--- config.mk ---
export PLATFORM = sky130hd
export DESIGN_NAME = iter_div_unit
export DESIGN_NICKNAME = d
export VERILOG_FILES = /design/src/rtl/iter_div_unit.sv
export SDC_FILE = /design/constraint.sdc
export NUM_CORES = 1
export LEC_CHECK = 0
export CORE_ASPECT_RATIO = 1.75
export CORE_MARGIN = 2
export CORE_UTILIZATION = 56
export CTS_CLUSTER_SIZE = 8
export DETAILED_ROUTE_END_ITERATION = 10
export GPL_ROUTABILITY_DRIVEN = 0
export GPL_TIMING_DRIVEN = 0
export PLACE_DENSITY = 0.78
export RECOVER_POWER = 50
export SLEW_MARGIN = 20
export SYNTH_ARGS = -nofsm -noshare
export SYNTH_HDL_FRONTEND = slang
export SYNTH_SLANG_ARGS = --single-unit
--- constraint.sdc ---
create_clock -name CLK -period 4.6 [get_ports CLK]
set_clock_uncertainty 0.15 [all_clocks]
set_input_delay 1.15 -clock CLK [delete_from_list [all_inputs] [get_ports CLK]]
set_output_delay 1.15 -clock CLK [all_outputs]
set_load 0.005 [all_outputs]
--- src/rtl/iter_div_unit.sv ---
// iter_div_unit: multi-cycle radix-2 restoring divider for RV32M DIV/DIVU/REM/REMU
//   CLK     system clock, rising edge
//   RESETN  asynchronous active-low reset
//   START   request strobe, sampled only in IDLE
//   FUNCT   00 DIV, 01 DIVU, 10 REM, 11 REMU
//   DATA1   dividend
//   DATA2   divisor
//   FLUSH   aborts any in-flight operation or a START in the same cycle
//   RESULT  registered quotient/remainder, held until the next VALID
//   BUSY    high while an accepted request is in flight
//   VALID   one-cycle pulse marking a new RESULT
module iter_div_unit #(
    parameter int DATA_WIDTH = 32
) (
    input  logic                  CLK,
    input  logic                  RESETN,
    input  logic                  START,
    input  logic [1:0]            FUNCT,
    input  logic [DATA_WIDTH-1:0] DATA1,
    input  logic [DATA_WIDTH-1:0] DATA2,
    input  logic                  FLUSH,
    output logic [DATA_WIDTH-1:0] RESULT,
    output logic                  BUSY,
    output logic                  VALID
);
    localparam int W  = DATA_WIDTH;
    localparam int CW = $clog2(W + 1);
    localparam logic [1:0] S_IDLE = 2'd0;
    localparam logic [1:0] S_CALC = 2'd1;
    localparam logic [1:0] S_DONE = 2'd2;
    localparam logic [W-1:0] MIN_NEG = {1'b1, {(W-1){1'b0}}};

    logic [1:0]    state;
    logic [CW-1:0] cnt;
    logic [W-1:0]  rem, quo, dvsr;
    logic          op_rem, qsign, rsign;

    logic          is_signed, sign1, sign2, div_zero, ovf;
    logic [W-1:0]  mag1, mag2, q_fix, r_fix;
    logic [W:0]    rem_sh, diff;

    always_comb begin
        is_signed = ~FUNCT[0];
        sign1     = is_signed & DATA1[W-1];
        sign2     = is_signed & DATA2[W-1];
        mag1      = sign1 ? -DATA1 : DATA1;
        mag2      = sign2 ? -DATA2 : DATA2;
        div_zero  = DATA2 == '0;
        ovf       = is_signed & (DATA1 == MIN_NEG) & (DATA2 == '1);
        rem_sh    = {rem, quo[W-1]};
        // rem_sh < 2*dvsr, so W+1 bits hold the trial difference with a valid sign bit
        diff      = rem_sh - {1'b0, dvsr};
        q_fix     = qsign ? -quo : quo;
        r_fix     = rsign ? -rem : rem;
    end

    assign BUSY = state != S_IDLE;

    always_ff @(posedge CLK or negedge RESETN) begin
        if (!RESETN) begin
            state  <= S_IDLE;
            cnt    <= '0;
            rem    <= '0;
            quo    <= '0;
            dvsr   <= '0;
            op_rem <= 1'b0;
            qsign  <= 1'b0;
            rsign  <= 1'b0;
            RESULT <= '0;
            VALID  <= 1'b0;
        end else begin
            VALID <= 1'b0;
            case (state)
                S_IDLE: if (START && !FLUSH) begin
                    op_rem <= FUNCT[1];
                    dvsr   <= mag2;
                    rsign  <= sign1;
                    // Fast paths preload DONE so the common sign fixup yields the RISC-V results
                    if (div_zero) begin
                        quo   <= '1;
                        rem   <= mag1;
                        qsign <= 1'b0;
                        state <= S_DONE;
                    end else if (ovf) begin
                        quo   <= MIN_NEG;
                        rem   <= '0;
                        qsign <= 1'b1;
                        state <= S_DONE;
                    end else begin
                        quo   <= mag1;
                        rem   <= '0;
                        qsign <= sign1 ^ sign2;
                        cnt   <= CW'(W);
                        state <= S_CALC;
                    end
                end
                S_CALC: if (FLUSH) begin
                    state <= S_IDLE;
                end else begin
                    rem   <= diff[W] ? rem_sh[W-1:0] : diff[W-1:0];
                    quo   <= {quo[W-2:0], ~diff[W]};
                    cnt   <= cnt - 1'b1;
                    state <= cnt == CW'(1) ? S_DONE : S_CALC;
                end
                S_DONE: begin
                    state <= S_IDLE;
                    if (!FLUSH) begin
                        RESULT <= op_rem ? r_fix : q_fix;
                        VALID  <= 1'b1;
                    end
                end
                default: state <= S_IDLE;
            endcase
        end
    end
endmodule

==> impl_metrics.env <==
export IMPL_cp_num_buf_inv=2
export IMPL_dr_max_layer_used="met4"
export IMPL_numCtsBuffers=17
export IMPL_hold_viol_final=0
export IMPL_dp_hpwl_um=29900
export IMPL_power_density_nw_per_um2=621
export IMPL_die_w_um=110
export IMPL_placed_area_um2=12300
export IMPL_wl_met2_um=19400
export IMPL_final_max_slew_violation_count=44
export IMPL_worst_slew_pin_slew_ns=2.46
export IMPL_fin_cells=1797
export IMPL_cts_hold_buf=0
export IMPL_synth_compound_area_share_pct=26.5
export IMPL_seq_area_frac_synth_pct=31.9
export IMPL_rows=67
export IMPL_path_cells="clkdlybuf4s50_1 -> or4_1 -> nor4b_4 -> nand3_1 -> nor4_4 -> buf_4 -> nor2_1 -> a2111oi_0 -> a21oi_1"
export IMPL_timing_final_ws_setup_ns=0.182
export IMPL_final_hold_worst_slack_ns=0.320
export IMPL_path_clk_slew_ns=0.06
export IMPL_dp_cells=1764
export IMPL_sw_frac_of_total_pct=45.5
export IMPL_cts_sinks=140
export IMPL_worstSetupPathType="in2reg"
export IMPL_cap_violations=1
export IMPL_grt_usage_pct=37.3
export IMPL_port_buffer_count=102
export IMPL_power_mw=8.12
export IMPL_wirelength_um=38100
export IMPL_drcViolationCount=0
export IMPL_ff2ff_path_depth=14
export IMPL_path_depth=9
export IMPL_synthAdderAreaFrac_pct=4.62
export IMPL_leakage_nw=5.33
export IMPL_die_area_um2=20800
export IMPL_synthMuxAreaShare_pct=1.05
export IMPL_overflow=0
export IMPL_synth_nets=1530
export IMPL_grt_setup_unrepaired="false"
export IMPL_antenna_found_initial=0
export IMPL_drt_pre_antenna_iters=8
export IMPL_switchingPower_mw=3.69
export IMPL_fp_coreArea_um2=19200
export IMPL_setup_viol=0
export IMPL_min_path_cells=2
export IMPL_power_frac_comb_pct=54.0
export IMPL_cts_htree_levels=4
export IMPL_cts_root_buf="clkbuf_16"
export IMPL_end_kind="flop"
export IMPL_cpPeakStageDelay_ns=0.68
export IMPL_hold_class="reg2reg"
export IMPL_grt_pass1_vias=11391
export IMPL_start_util_pct=57.2
export IMPL_preCtsSetupSlack_ns=-0.976
export IMPL_crit_fanout=9
export IMPL_synth_cell_types=68
export IMPL_netlist_area_um2=11000
export IMPL_violations="max-capacitance violations, max-slew violations"
export IMPL_final_area_um2=13100
export IMPL_layout_drive_gt1_share_pct=4.37
export IMPL_worst_path_max_delay_cell="or4_1"
export IMPL_synth_xor_area_share_pct=11.3
export IMPL_vias=11687
export IMPL_fin_crit_sh_pct=96.0
export IMPL_ys_seq_elements=140
export IMPL_max_slew_margin_pct=-64.1
export IMPL_async_reset_ff_share_pct=100
export IMPL_power_frac_clock_pct=19.6
export IMPL_ant_nets=0
export IMPL_clock_path_buffers=2
export IMPL_seq_power_share_pct=26.5
export IMPL_drtIter0Drc=1064
export IMPL_syn_to_final_growth_pct=18.9
export IMPL_timing_fmax_mhz=226
export IMPL_num_fill_cells=1643
export IMPL_routedWlPerCell_um=21.2
export IMPL_wl_met1_um=12000
export IMPL_synth_top_family_by_area="compound AO/OA/AOI/OAI gates"
export IMPL_final_nets=1654
export IMPL_clk_latency_ns=0.45
export IMPL_ios=104
export IMPL_cp_required_ns=4.75
export IMPL_dieHeight_um=189
export IMPL_yosysWarnings=0
export IMPL_synth_flop_cell="dfrtp_1"
export IMPL_synth_simple_area_share_pct=19.9
export IMPL_cts_tree="done"
export IMPL_grt_pass1_wl_um=58600
export IMPL_start_kind="primary input"
export IMPL_ir_drop_v=0.000350
export IMPL_cp_arrival_ns=4.57
export IMPL_wl_met3_um=2850
export IMPL_avgSynthCellArea_um2=7.74
export IMPL_post_drt_via_cell_ratio=6.50
export IMPL_status="complete, but fails checks"
export IMPL_synth_edf_count=0
export IMPL_cpLargestDelayFamily="simple AND/OR/NAND/NOR gates"
export IMPL_syn_inst=1420
export IMPL_finalCriticalPeriod_ns=4.42
export IMPL_cellInternalPower_mw=4.42
export IMPL_antenna_diode_count=0
export IMPL_grt_max_degree=98
[sequential cells by signal, indices dropped and copies added, names as in the netlist]
name / flops
RESULT: 32
cnt: 6
qsign: 1
op_rem: 1
quo: 32
rem: 32
state: 2
rsign: 1
dvsr: 32
VALID: 1
[worst paths after layout]
kind / from / endpoint / slack (ns)
max in group asynchronous: RESETN / state[0]$_DFFE_PN0P_ / 1.60
min in group asynchronous: RESETN / dvsr[10]$_DFFE_PN0P_ / 1.30
setup reg to reg: quo[31]$_DFFE_PN0P_ / rem[26]$_DFFE_PN0P_ / 0.31
hold reg to reg: RESULT[21]$_DFFE_PN0P_ / RESULT[21]$_DFFE_PN0P_ / 0.32
hold / removal: RESULT[21]$_DFFE_PN0P_ / RESULT[21]$_DFFE_PN0P_ / 0.32
setup / recovery: DATA1[9] / quo[0]$_DFFE_PN0P_ / 0.18
[Yosys cell counts (3+ instances only)]
| cell | instances | area share (%) |
|---|---|---|
| mux2_2 | 4 | 0.41 |
| a211oi_1 | 4 | 0.27 |
| nor2b_1 | 9 | 0.51 |
| nand3_1 | 27 | 1.2 |
| or4_1 | 10 | 0.68 |
| inv_1 | 58 | 2.0 |
| clkbuf_1 | 73 | 2.5 |
| o21bai_1 | 6 | 0.41 |
| nor3_1 | 27 | 1.2 |
| or3_1 | 19 | 1.1 |
| o21ai_0 | 197 | 9.0 |
| nand4_1 | 14 | 0.80 |
| xnor2_1 | 81 | 6.5 |
| a31oi_1 | 19 | 1.1 |
| a221o_1 | 4 | 0.36 |
| a21o_1 | 15 | 1.0 |
| o22a_1 | 12 | 0.96 |
| nand2_1 | 169 | 5.8 |
| nor4_1 | 8 | 0.46 |
| a22oi_1 | 7 | 0.48 |
| o22ai_1 | 5 | 0.28 |
| nand2b_1 | 17 | 0.97 |
| nor2_1 | 130 | 4.4 |
| a2111oi_0 | 8 | 0.64 |
| xor2_1 | 61 | 4.9 |
| o41ai_1 | 11 | 0.88 |
| dfrtp_1 | 140 | 32 |
| buf_2 | 4 | 0.18 |
| o21a_1 | 4 | 0.27 |
| and3_1 | 12 | 0.68 |
| or2_2 | 9 | 0.51 |
| buf_1 | 4 | 0.14 |
| o31a_1 | 3 | 0.24 |
| o211ai_1 | 15 | 1.0 |
| o31ai_1 | 33 | 2.3 |
| ha_1 | 39 | 4.4 |
| a21oi_1 | 109 | 5.0 |
| mux2i_1 | 7 | 0.64 |
| and2_1 | 3 | 0.17 |
| a221oi_1 | 5 | 0.40 |
[power by group through the flow]
| stage | combinational (mW) | clock, mW | sequential (mW) |
|---|---|---|---|
| 3_5_place_dp | 4.22 | 0 | 2.14 |
| 4_1_cts | 4.26 | 1.57 | 2.12 |
| 3_3_place_gp | 4.12 | 0 | 2.12 |
| 2_1_floorplan | 3.06 | 0 | 1.97 |
| 5_1_grt | 4.80 | 1.62 | 2.18 |
| 6_report | 4.38 | 1.59 | 2.15 |
[cell type report]
| class | instances | area (µm²) | area share [%] |
|---|---|---|---|
| well taps | 241 | 302 | 2.31 |
| inverters | 58 | 218 | 1.67 |
| clock inverters | 12 | 219 | 1.68 |
| clock buffers | 19 | 443 | 3.39 |
| flip-flops and latches | 140 | 3500 | 26.8 |
| multi-input cells | 1141 | 7010 | 53.7 |
| plain buffers | 80 | 305 | 2.34 |
| repair buffers | 106 | 1060 | 8.15 |
[worst register-to-register path, cell delays in order, from the launching register on]
cell      delay [ns]
dfrtp_1         0.36
inv_1           0.13
ha_1            0.27
fa_1            0.40
nor2b_1         0.20
o31a_1          0.24
o31ai_1         0.10
o211ai_1        0.24
a31o_2          0.32
a41oi_2         0.26
xnor2_2         0.54
clkbuf_1        0.49
nand2_1         0.10
a21oi_1         0.24
o22a_1          0.18
[layout by cell type, fill, tap and decap left out, types with 14 or more instances in the layout]
cell / Yosys / layout
a21oi_1: 109 / 109
clkbuf_1: 73 / 74
nor2_1: 130 / 128
ha_1: 39 / 39
nand2b_1: 17 / 17
clkbuf_16: 0 / 17
o211ai_1: 15 / 15
inv_1: 58 / 58
dlygate4sd3_1: 0 / 15
xor2_1: 61 / 61
a21o_1: 15 / 15
xnor2_1: 81 / 80
dfrtp_1: 140 / 140
or3_1: 19 / 19
nand3_1: 27 / 27
nor3_1: 27 / 27
o31ai_1: 33 / 33
clkdlybuf4s50_1: 0 / 86
o21ai_0: 197 / 197
nand2_1: 169 / 169
a31oi_1: 19 / 19
nand4_1: 14 / 14
[timing repair]
item,in CTS,in global routing
setup buffers,1,2
pin swaps,1,1
endpoints found under the setup margin,16,19
gates resized for setup,3,6
[kinds of logic (layout without fill, tap and decap cells)]
family,count (synthesis),count (layout)
DFF,140,140
AOI/OAI and AO/OA,479,479
xor gates and xnor gates,142,142
buffers and inverters,139,275
muxes,11,11
and+or+nand+nor,469,469
adders and majority gates,40,40
[per-stage QoR]
step	TNS, ns	utilization (%)
finish	0	68.1
global route	0	68.1
CTS	0	67.9
detailed placement	-15.52	64.3
global placement	-461.89	64.1
floorplan	0	-
[metal layers]
metal / vias to the layer above / GRT usage, %
met1: 5383 / 36.2
li1: 5344 / -
met2: 702 / 65.1
met5: - / 0
met3: 258 / 6.88
met4: 0 / 32.7
Note: power is estimated with default switching activity, not from simulation.
